==> src/rtl/ads5296_tx_serializer.sv <==
// ADS5296-style transmit serializer: one 10-bit word per lane per 10-cycle frame, MSB first,
// with frame clock high for the first half. Ramp test source compiled in with ADS5296_TX_RAMP_EN.
module ads5296_tx_serializer #(
    parameter int          G_NUM_CHANS = 4,
    parameter logic [9:0]  G_IDLE_WORD = 10'h155
) (
    input  logic                      clk,
    input  logic                      rst_n,
    input  logic                      sync,
    input  logic [10*G_NUM_CHANS-1:0] din,
    input  logic                      din_valid,
    output logic                      din_ready,
    input  logic                      test_mode,
    output logic [G_NUM_CHANS-1:0]    dout,
    output logic                      fclk,
    output logic                      sync_out,
    output logic [15:0]               underflow_cnt
);

    localparam logic [3:0] LAST_BIT = 4'd9;

    logic [3:0] bit_cnt;
    logic       run;
    logic       sync_pending;
    logic [9:0] shreg     [G_NUM_CHANS];
    logic [9:0] load_word [G_NUM_CHANS];
    logic       test_mode_active;
    logic       load;
    logic       idle_load;

`ifdef ADS5296_TX_RAMP_EN
    logic [9:0] ramp;

    assign test_mode_active = test_mode;

    always_ff @(posedge clk or negedge rst_n) begin
        if (!rst_n) begin
            ramp <= '0;
        end else if (load && test_mode_active) begin
            ramp <= ramp + 10'd1;
        end
    end
`else
    logic unused_test_mode;

    assign test_mode_active = 1'b0;
    assign unused_test_mode = test_mode;
`endif

    // sync wins over a load in the same cycle, so a handshaked word is simply dropped
    assign din_ready = run && (bit_cnt == LAST_BIT) && !test_mode_active;
    assign load      = run && (bit_cnt == LAST_BIT) && !sync;
    assign idle_load = load && !test_mode_active && !din_valid;

    // NOTE: every signal driven in always_comb gets a default first so no latch is inferred.
    always_comb begin
        for (int c = 0; c < G_NUM_CHANS; c++) begin
            load_word[c] = G_IDLE_WORD;
            if (din_valid) begin
                load_word[c] = din[10*c +: 10];
            end
`ifdef ADS5296_TX_RAMP_EN
            if (test_mode_active) begin
                load_word[c] = ramp + 10'(c);
            end
`endif
        end
    end

    // NOTE: sequential state uses non-blocking assignments so all flops update from pre-edge values.
    always_ff @(posedge clk or negedge rst_n) begin
        if (!rst_n) begin
            bit_cnt      <= LAST_BIT;
            run          <= 1'b0;
            sync_pending <= 1'b0;
            dout         <= '0;
            fclk         <= 1'b0;
            sync_out     <= 1'b0;
            // NOTE: the shift registers are reset too, so a mid-frame reset leaves no stale bits.
            for (int c = 0; c < G_NUM_CHANS; c++) begin
                shreg[c] <= '0;
            end
        end else begin
            run      <= 1'b1;
            sync_out <= 1'b0;
            if (sync) begin
                bit_cnt      <= LAST_BIT;
                dout         <= '0;
                fclk         <= 1'b0;
                sync_pending <= 1'b1;
            end else if (load) begin
                bit_cnt      <= '0;
                fclk         <= 1'b1;
                sync_out     <= sync_pending;
                sync_pending <= 1'b0;
                for (int c = 0; c < G_NUM_CHANS; c++) begin
                    dout[c]  <= load_word[c][9];
                    shreg[c] <= {load_word[c][8:0], 1'b0};
                end
            end else if (run) begin
                // bit_cnt < 9 here: the 9 -> 0 wrap always goes through the load branch
                bit_cnt <= bit_cnt + 4'd1;
                fclk    <= (bit_cnt < 4'd4);
                for (int c = 0; c < G_NUM_CHANS; c++) begin
                    dout[c]  <= shreg[c][9];
                    shreg[c] <= {shreg[c][8:0], 1'b0};
                end
            end
        end
    end

    always_ff @(posedge clk or negedge rst_n) begin
        if (!rst_n) begin
            underflow_cnt <= '0;
        end else if (idle_load && (underflow_cnt != 16'hFFFF)) begin
            underflow_cnt <= underflow_cnt + 16'd1;
        end
    end

endmodule

==> config.mk <==
export PLATFORM = sky130hd
export DESIGN_NAME = ads5296_tx_serializer
export DESIGN_NICKNAME = d
export VERILOG_FILES = /design/src/rtl/ads5296_tx_serializer.sv
export SDC_FILE = /design/constraint.sdc
export NUM_CORES = 1
export LEC_CHECK = 0
export CAP_MARGIN = 20
export CORE_UTILIZATION = 30
export CTS_BUF_LIST = sky130_fd_sc_hd__clkbuf_4
export CTS_CLUSTER_DIAMETER = 150
export DETAILED_ROUTE_END_ITERATION = 16
export PLACE_DENSITY_LB_ADDON = 0.15
export SLEW_MARGIN = 20
export SYNTH_ARGS = -nofsm -noshare
export SYNTH_HDL_FRONTEND = slang
export SYNTH_SLANG_ARGS = --single-unit
==> constraint.sdc <==
create_clock -name clk -period 2.05 [get_ports clk]
set_input_delay 0.41 -clock clk [delete_from_list [all_inputs] [get_ports clk]]
set_output_delay 0.41 -clock clk [all_outputs]
set_load 0.1 [all_outputs]
==> results of run 1 <==
## report_power, final
group / leakage (uW) / internal (uW) / switching [uW]
clock: 0.0000734 / 370 / 450
sequential: 0.000799 / 1490 / 142
combinational: 0.00105 / 432 / 705
total: 0.00192 / 2290 / 1300
## worst max-delay path, stage by stage, from the launching register on
cell and delay [ps]:
dfstp_2 560, ha_4 140, nand3b_4 110, buf_12 140
nor2_4 110, buf_12 180
## final cells by class
cell class,instances,area (um^2),area share
Inverter,5,18.77,0.004431
Tap cell,133,166.4,0.03929
Sequential cell,64,1635,0.3861
Clock inverter,5,48.80,0.01152
Clock buffer,10,75.07,0.01773
Multi-Input combinational cell,239,1408,0.3323
Timing Repair Buffer,89,883.3,0.2086
## cells in the final DEF, fill, tap and decap left out, types with 3 or more instances in the layout
| master | count |
|---|---|
| clkdlybuf4s50_1 | 42 |
| dfrtp_1 | 47 |
| nand4_1 | 4 |
| nor3_1 | 6 |
| buf_4 | 39 |
| nor4_2 | 4 |
| clkinv_2 | 3 |
| xor2_1 | 14 |
| o21ai_0 | 62 |
| or3_1 | 17 |
| a21oi_1 | 23 |
| nor4_1 | 4 |
| clkbuf_4 | 10 |
| dfrtp_2 | 10 |
| inv_1 | 5 |
| and3_1 | 20 |
| buf_12 | 5 |
| nand2_1 | 45 |
| dfrtp_4 | 5 |
| nand3_1 | 9 |
| nor2_1 | 8 |
## per-layer routing
layer	part of all wire	vias to the layer above
met3	0.046	9
li1	-	1328
met5	0	-
met4	0.013	0
met1	0.49	1233
met2	0.45	55
## cell families (layout without fill, tap and decap cells)
logic type / Yosys count / in the layout / share of synthesized area
AND/OR/NAND/NOR: 130 / 130 / 0.2350
AO/OA/AOI/OAI: 89 / 89 / 0.1487
flip-flops: 64 / 64 / 0.5194
buffers and inverters: 30 / 109 / 0.03728
XOR/XNOR: 15 / 15 / 0.04255
adder cells (fa/ha/maj): 3 / 3 / 0.01216
other: 1 / 1 / 0.001214
multiplexers: 1 / 1 / 0.003646
## timing repair
| action | 4_1_cts | 5_1_grt |
|---|---|---|
| pin swaps | 2 | 0 |
| gates resized for setup | 3 | 3 |
| hold buffers | 0 | 0 |
| gates cloned | 2 | 0 |
| buffers inserted | 2 | 1 |
| hold endpoints to repair | 0 | 0 |
| endpoints found under the setup margin | 3 | 10 |
## metrics by stage
step | instances | setup WS (ps)
3_3_place_gp | 525 | -136.6
6_report | 545 | 4.121
3_5_place_dp | 525 | -162.0
4_1_cts | 544 | -31.78
5_1_grt | 545 | -75.19
2_1_floorplan | 333 | 4.337
## state kept, by name, indices dropped and copies added, names as in the netlist
name and count:
run 1, underflow_cnt 16, bit_cnt 4, sync_out 1, dout 4, sync_pending 1
shreg 36, fclk 1
## path summary, 6_finish.rpt
check                               endpoint  slack, ps  cells after the start
min reg2reg                underflow_cnt[13]        490                      1
min                         underflow_cnt[5]         60                      1
max in group asynchronous          shreg[26]       1330                      2
max reg2reg                 underflow_cnt[1]         70                      5
min in group clk           underflow_cnt[13]        490                      1
max                                din_ready          4                      5
==> key figures, run 1 <==
Status
  • Status: finished clean

Floorplanning
  • Count of standard-cell rows: 36
  • Chip Height: 103.5 um
  • Die Width: 103.5 um
  • Die ar.: 10700 um^2
  • I/O pin count: 68
  • Core Region: 9864 um^2
  • Initial Util: 0.3130

Critical path
  • Worst-path fanout max: 4
  • Crit. End Element: output pin
  • CP arrival: 1640 ps
  • WS Path Type: reg2out
  • Setup crit start: bit_cnt[0]
  • Worst EP required: 1640 ps
  • R2R Path Start: bit_cnt[0]
  • Type of origin of the critical path: flop

Route
  • DRC viols: 0
  • Drt wl/cell: 14.53 um
  • Antenna viol nets, final: 0
  • Drt total wl: 7.920 mm
  • Vias per cell: 4.817
  • DR vias: 2625
  • 1st-iter DRT viols: 79
  • DRT Pass-1 Iters: 4

Clock network
  • H-tree levels: 3
  • CTS root buffer: clkbuf_4
  • Clk sink count: 64
  • Worst-Skew Late Latency: 390 ps
  • TritonCTS clock tree: yes
  • Reg clk slew, reported paths: 110 ps
  • Clk buf depth: 2
  • CTS Buf Count: 9

Cells and area
  • Share of cells above drive strength 1: 0.2209
  • # fillers: 990
  • Cell area after layout: 4235 um^2
  • Final core occ: 0.4294
  • Area growth syn-to-layout: 37.16%
  • Nets@finish: 456
  • N_diodes: 0

Pwr
  • Pwr dens: 847.2 nW/um^2
  • P_leak: 0.001921 uW
  • Peak VDD IR: 0.0003584 V
  • Total Power: 3588 uW

Global routing
  • GR Util met2: 0.2364
  • Antenna violations before repair: 0
  • Vias in the first global route: 2446
  • Met1 global-route usage: 0.2352
  • First-pass GRT wire length: 12.91 mm
  • Layer with the highest usage: met2
  • Pin count of the biggest net entering global routing: 74
  • GR Util All Layers: 0.1608
  • Grt ovf: 0
  • GR Layer Usage met3: 0.03091

Logic synthesis
  • Async S/R FF share, synth: 1.000
  • Top_reg_cell synth: dfrtp_1
  • Synth top cells by count: dfrtp_1 (62), o21ai_0 (62), nand2_1 (45)
  • Mean Syn Cell Area: 9.273 um^2
  • Number of synthesized flops with an enable pin: 0
  • Dominant cell type by area after synthesis: dfrtp_1
  • Post-Synthesis Cells: 333
  • Synth Cell Area: 3088 um^2
  • Synth Warn #: 0
  • Most area-consuming cells after synthesis: dfrtp_1 (50%), o21ai_0 (10%), nand2_1 (5.5%), and3_1 (4.1%), xor2_1 (4.0%)
  • Count of cell types in the netlist: 35
  • Synth top area share: 0.5024
  • Sequential area share after synthesis: 0.5194
  • #FFs+latches synth: 64
  • Syn nets: 381

STA
  • Setup Skew: 19.63 ps
  • Fin Hold WS: 61.65 ps
  • Setup TNS: 0 ps
  • Count of final hold-check violations: 0
  • RSZ-0062 raised after global routing: true
  • Crit share post-route: 0.9980
  • Final Slew Violations: 0
  • Setup Viol. Count Final: 0
  • Peak Freq: 488.8 MHz
  • Worst-Margin Slew: 730.0 ps
  • Slew HR: 0.5133
  • Fin crit period: 2046 ps

Placed design
  • Final GP Congestion: 0.7781
  • Post-Place Cell Area: 3995 um^2
  • Input/output buffers: 66
  • Detailed placement HPWL: 4.869 mm

Hold path
  • Worst Hold Class: in2async

Flow run
  • Max-cap violation count: 0
Note: power is estimated with default switching activity, not from simulation.
==> run 2: changes to the inputs <==
--- a/config.mk
+++ b/config.mk
@@ -7,10 +7,9 @@
 export LEC_CHECK = 0
 export CAP_MARGIN = 20
 export CORE_UTILIZATION = 30
-export CTS_BUF_LIST = sky130_fd_sc_hd__clkbuf_4
-export CTS_CLUSTER_DIAMETER = 150
+export CTS_BUF_LIST = sky130_fd_sc_hd__clkbuf_8 sky130_fd_sc_hd__clkbuf_16
 export DETAILED_ROUTE_END_ITERATION = 16
-export PLACE_DENSITY_LB_ADDON = 0.15
+export PLACE_DENSITY = 0.51
 export SLEW_MARGIN = 20
 export SYNTH_ARGS = -nofsm -noshare
 export SYNTH_HDL_FRONTEND = slang
==> run 2 against run 1 <==
Clock skew is 4.6 ps lower. Register-to-register slack better by 30 ps. Wire length is 0.11% higher. Count of clock-buffer cells in the layout unchanged. Largest cell class unchanged. Largest power group unchanged.
==> key figures, run 2 (same netlist as run 1, synthesis figures left out) <==
Status
  • Status: finished clean

STA
  • Peak Freq: 502.0 MHz
  • Slew HR: 0.5711
  • Crit share post-route: 0.9718
  • Final Slew Violations: 0
  • Setup Viol. Count Final: 0
  • Fin crit period: 1992 ps
  • Fin Hold WS: 43.30 ps
  • Worst-Margin Slew: 643.4 ps
  • Count of final hold-check violations: 0
  • Setup Skew: 15.00 ps
  • RSZ-0062 raised after global routing: true

Clock network
  • CTS Buf Count: 9
  • H-tree levels: 3
  • Clk buf depth: 2
  • TritonCTS clock tree: yes
  • Number of buffers inserted by hold repair at cts: 0
  • CTS root buffer: clkbuf_8
  • Reg clk slew, reported paths: 80 ps
  • Worst-Skew Late Latency: 350 ps
  • Clk sink count: 64

Pwr
  • Peak VDD IR: 0.0003716 V
  • P_leak: 0.001941 uW
  • Pwr dens: 895.9 nW/um^2
  • Total Power: 3845 uW

Placed design
  • Input/output buffers: 66
  • Detailed placement HPWL: 4.883 mm
  • Final GP Congestion: 0.7363

Cells and area
  • Max reg flops: 36
  • Final core occ: 0.4351
  • N_diodes: 0
  • Footprint of the multi-input gates: 1419 um^2
  • Most frequent cells in the layout: o21ai_0 (62), dfrtp_1 (47), nand2_1 (45)
  • # fillers: 997
  • Most common cell after layout, fill and taps aside: o21ai_0
  • Largest regs: shreg: 36 flops, underflow_cnt: 16 flops
  • Area growth syn-to-layout: 38.98%
  • Share of cells above drive strength 1: 0.2171
  • Reg with most FFs: shreg
  • FF+latch area: 1635 um^2
  • Nets@finish: 453

Critical path
  • WS Path Type: reg2out
  • Critical path's top delay family: flip-flops
  • CP max stage delay: 550 ps
  • Worst-path cell chain: ha_4, nand3b_4, buf_12, nor2_4, buf_12
  • CP arrival: 1580 ps
  • Type of origin of the critical path: flop
  • Worst-path fanout max: 4
  • Critical Path Slowest Stage Cell: dfstp_2
  • Crit. End Element: output pin
  • Worst EP required: 1640 ps
  • Crit path buffers/inverters: 2
  • Cell mode on critical path: buf_12

Floorplanning
  • I/O pin count: 68
  • Initial Util: 0.3130
  • Die Width: 103.5 um
  • Core Region: 9864 um^2
  • Chip Height: 103.5 um
  • Count of standard-cell rows: 36
  • Die ar.: 10700 um^2

Route
  • Drt wl/cell: 14.60 um
  • Drt total wl: 7.929 mm
  • DRT Pass-1 Iters: 4
  • 1st-iter DRT viols: 121
  • DRC viols: 0
  • DR vias: 2598
  • Vias per cell: 4.785
  • Antenna viol nets, final: 0

Hold path
  • Worst Hold Class: in2async

Global routing
  • Pin count of the biggest net entering global routing: 74
  • GR Util All Layers: 0.1649
  • Antenna violations before repair: 0
  • Vias in the first global route: 2562
  • First-pass GRT wire length: 13.23 mm
  • Grt ovf: 0

Flow run
  • Max-cap violation count: 0
[run 2: cell types whose count changed in the layout (fill, tap and decap cells not counted), moves of 2 or more]
cell      before  now
clkbuf_8       0   10
inv_1          5    8
clkbuf_4      10    0
clkinv_2       3    1
buf_4         39   36
[run 2: worst reg2reg max path: stages, from the launching register on]
cell and delay, ps:
dfstp_2 550, ha_4 150, nand3b_4 110, or4_4 610
nor4b_2 300, xor2_1 160
[run 2: metrics by stage]
stage	area, um^2	setup WS, ps	setup TNS (ps)	instances
after floorplan	3149	4.337	0	333
after global placement	3980	-148.0	-1253	523
after detailed placement	3980	-158.6	-1532	523
after CTS	4267	-14.59	-20.93	542
after global routing	4292	-12.64	-12.64	543
final	4292	57.83	0	543
[run 2: worst paths after layout]
| kind | startpoint | to | slack [ps] | depth (start not counted) |
|---|---|---|---|---|
| hold reg to reg | sync_pending | sync_out | 470 | 1 |
| hold / removal | rst_n | underflow_cnt[6] | 40 | 2 |
| setup reg to reg | bit_cnt[0] | underflow_cnt[11] | 100 | 5 |
| max in group asynchronous | rst_n | bit_cnt[0] | 1640 | 2 |
| min in group clk | sync_pending | sync_out | 470 | 1 |
| setup / recovery | bit_cnt[0] | din_ready | 60 | 5 |
[run 2: what timing repair did]
item                                    CTS  global route
gates resized for setup                   5             3
endpoints found under the setup margin    2            11
cloned                                    2             0
buffers inserted                          1             1
pin swaps                                 1             1
[run 2: area by class of cell]
class	instances	share of cell area
Inverter	5	0.004373
Sequential cell	64	0.3810
Timing Repair Buffer	86	0.2006
Tap cell	133	0.03878
Clock buffer	10	0.03207
Clock inverter	6	0.01254
Multi-Input combinational cell	239	0.3306
[run 2: routing by layer]
metal	vias to the layer above	global-route usage	routed length [um]
li1	1314	-	-
met4	0	0.05850	113
met3	9	0.04099	301
met5	-	0	0
met2	54	0.2384	3527
met1	1221	0.2386	3986
[run 2: report_power, final]
| group | switching [uW] | internal [uW] | total (uW) |
|---|---|---|---|
| clock network | 487 | 580 | 1070 |
| registers | 147 | 1490 | 1640 |
| logic | 708 | 432 | 1140 |
| total | 1340 | 2500 | 3850 |
==> run 3: changes to the inputs <==
--- a/config.mk
+++ b/config.mk
@@ -6,10 +6,10 @@
 export NUM_CORES = 1
 export LEC_CHECK = 0
 export CAP_MARGIN = 20
-export CORE_UTILIZATION = 30
+export CORE_UTILIZATION = 46
 export CTS_BUF_LIST = sky130_fd_sc_hd__clkbuf_8 sky130_fd_sc_hd__clkbuf_16
 export DETAILED_ROUTE_END_ITERATION = 16
-export PLACE_DENSITY = 0.51
+export PLACE_DENSITY = 0.74
 export SLEW_MARGIN = 20
 export SYNTH_ARGS = -nofsm -noshare
 export SYNTH_HDL_FRONTEND = slang
==> run 3 against run 2 <==
Critical path type is now reg2reg. Clock power hardly changed. First-iteration DRC count grew 57%. Sequential share of layout area grew 1.2 points. Register-to-register slack lost 40 ps. Critical endpoint is now underflow_cnt[15]. Sequential power hardly changed. The run now ends with DRC left.
==> key figures, run 3 (same netlist as run 1, synthesis figures left out) <==
Status
  • Status: finished with violations
  • Failing checks: DRC

Cells and area
  • # fillers: 519
  • Nets@finish: 453
  • Share of cells above drive strength 1: 0.2122
  • Final core occ: 0.6485
  • Most frequent cells in the layout: o21ai_0 (62), dfrtp_1 (47), nand2_1 (45)
  • N_diodes: 0
  • Most common cell after layout, fill and taps aside: o21ai_0
  • Largest regs: shreg: 36 flops, underflow_cnt: 16 flops
  • Reg with most FFs: shreg
  • Area growth syn-to-layout: 34.89%
  • Max reg flops: 36

Pwr
  • Internal power: 2469 uW
  • Switching share of total power: 0.3468
  • Clk pwr share: 0.278
  • Pwr dens: 907.4 nW/um^2
  • Total Power: 3780 uW
  • P_leak: 0.001916 uW
  • Peak VDD IR: 0.0009724 V
  • Comb pwr share: 0.290
  • Flop pwr share: 0.432
  • Net switching power: 1311 uW

Critical path
  • Worst-path fanout max: 6
  • CP max stage delay: 620 ps
  • CP arrival: 2250 ps
  • Worst R2R End: underflow_cnt[15]
  • FF-to-FF setup slack: 60 ps
  • Worst-path cell chain: ha_4, nand3b_4, or4_4, and4bb_2, xor2_1
  • Type of origin of the critical path: flop
  • Worst EP required: 2310 ps
  • Crit. End Element: flop
  • FF-to-FF path depth: 5
  • WS Path Type: reg2reg
  • Critical Path Slowest Stage Cell: or4_4
  • R2R Path Start: bit_cnt[0]

STA
  • Count of final hold-check violations: 0
  • Fin Hold WS: 82.77 ps
  • Fin crit period: 1992 ps
  • Final WS setup: 57.74 ps
  • Worst-Margin Slew: 580.1 ps
  • Crit share post-route: 0.9718
  • Setup Skew: 10.36 ps
  • Slew HR: 0.6129
  • Setup Viol. Count Final: 0
  • Final Slew Violations: 0
  • Peak Freq: 501.9 MHz

Route
  • Drt wl/cell: 14.80 um
  • DRC viols: 8
  • Highest Signal Layer: met4
  • 1st-iter DRT viols: 190
  • DR vias: 2674
  • Vias per cell: 5.491
  • Wl on met1: 3.299 mm
  • DRT Pass-1 Iters: 11
  • WL met3: 328 um
  • Routed met2 length: 3.428 mm
  • Antenna viol nets, final: 0
  • Drt total wl: 7.206 mm

Global routing
  • Antenna violations before repair: 0
  • First-pass GRT wire length: 12.12 mm
  • Pin count of the biggest net entering global routing: 74
  • Vias in the first global route: 2615
  • Grt ovf: 0
  • GR Util All Layers: 0.2177

Floorplanning
  • Count of standard-cell rows: 29
  • Die ar.: 7044 um^2
  • I/O pin count: 68
  • Core Region: 6422 um^2
  • Chip Height: 83.93 um
  • Initial Util: 0.4808
  • Die Width: 83.93 um

Clock network
  • H-tree levels: 3
  • Number of buffers inserted by hold repair at cts: 0
  • CTS Buf Count: 9
  • Clk sink count: 64
  • Clk buf depth: 2
  • CTS root buffer: clkbuf_8
  • Worst-Skew Late Latency: 330 ps
  • Reg clk slew, reported paths: 70 ps
  • TritonCTS clock tree: yes

Placed design
  • Input/output buffers: 66
  • Place WS: -172.3 ps
  • Final GP Congestion: 0.7811
  • Detailed placement HPWL: 4.639 mm

Hold path
  • Worst Hold Class: in2async

Flow run
  • Max-cap violation count: 0
-- run 3: changes by cell type in the layout (fill, tap and decap cells not counted), moves of 2 or more --
cell and delta:
nor4_1 +3, nor4_2 -3, buf_4 +2, bufbuf_16 -2, clkinv_2 +2
-- run 3: layout make-up --
class	count	area (um^2)	area share
sequential	64	1635	0.3926
inverter	5	18.77	0.004506
clock buffer	10	137.6	0.03304
clock inverter	6	52.55	0.01262
tap	77	96.34	0.02313
timing repair buffer	86	815.8	0.1959
multi-input combinational	239	1409	0.3382
-- run 3: what timing repair did --
item / in CTS / in global routing
pin swaps: 2 / 0
gates resized for setup: 4 / 2
endpoints found under the hold margin: 0 / 0
cloned: 0 / 1
endpoints found under the setup margin: 3 / 9
setup buffers: 0 / 3
-- run 3: power groups by stage --
stage	registers, uW	logic (uW)	clock network [uW]
floorplan	1950	408	0
global placement	1640	1030	0
detailed placement	1660	1050	0
CTS	1630	1060	1070
global route	1670	1200	1140
finish	1630	1100	1050
-- run 3: through the flow --
stage	area [um^2]	cells	setup TNS, ps
2_1_floorplan	3149	333	0
3_3_place_gp	3897	467	-946.7
3_5_place_dp	3897	467	-1571
4_1_cts	4104	483	0
5_1_grt	4165	487	-0.2314
6_report	4165	487	0
-- run 3: how the worst max path moves through the flow --
stage / endpoint / startpoint / cells past startpoint
2_1_floorplan: underflow_cnt[15] / underflow_cnt[11] / 4
3_3_place_gp: underflow_cnt[15] / din_valid / 5
3_5_place_dp: underflow_cnt[11] / sync / 5
4_1_cts: din_ready / bit_cnt[0] / 5
5_1_grt: underflow_cnt[15] / bit_cnt[0] / 5
6_report: underflow_cnt[15] / bit_cnt[0] / 5
-- run 3: routing by layer --
layer	global-route usage	vias to the layer above
met3	0.04055	15
met5	0	-
met4	0.1097	0
met1	0.2994	1282
met2	0.3294	63
li1	-	1314
-- run 3: worst max-delay path, delay by kind of cell (launching register included) --
kind,cells,cell delay [ps]
fa+ha+maj,1,140
xor+xnor,1,160
simple gates,3,1070
flops,1,550
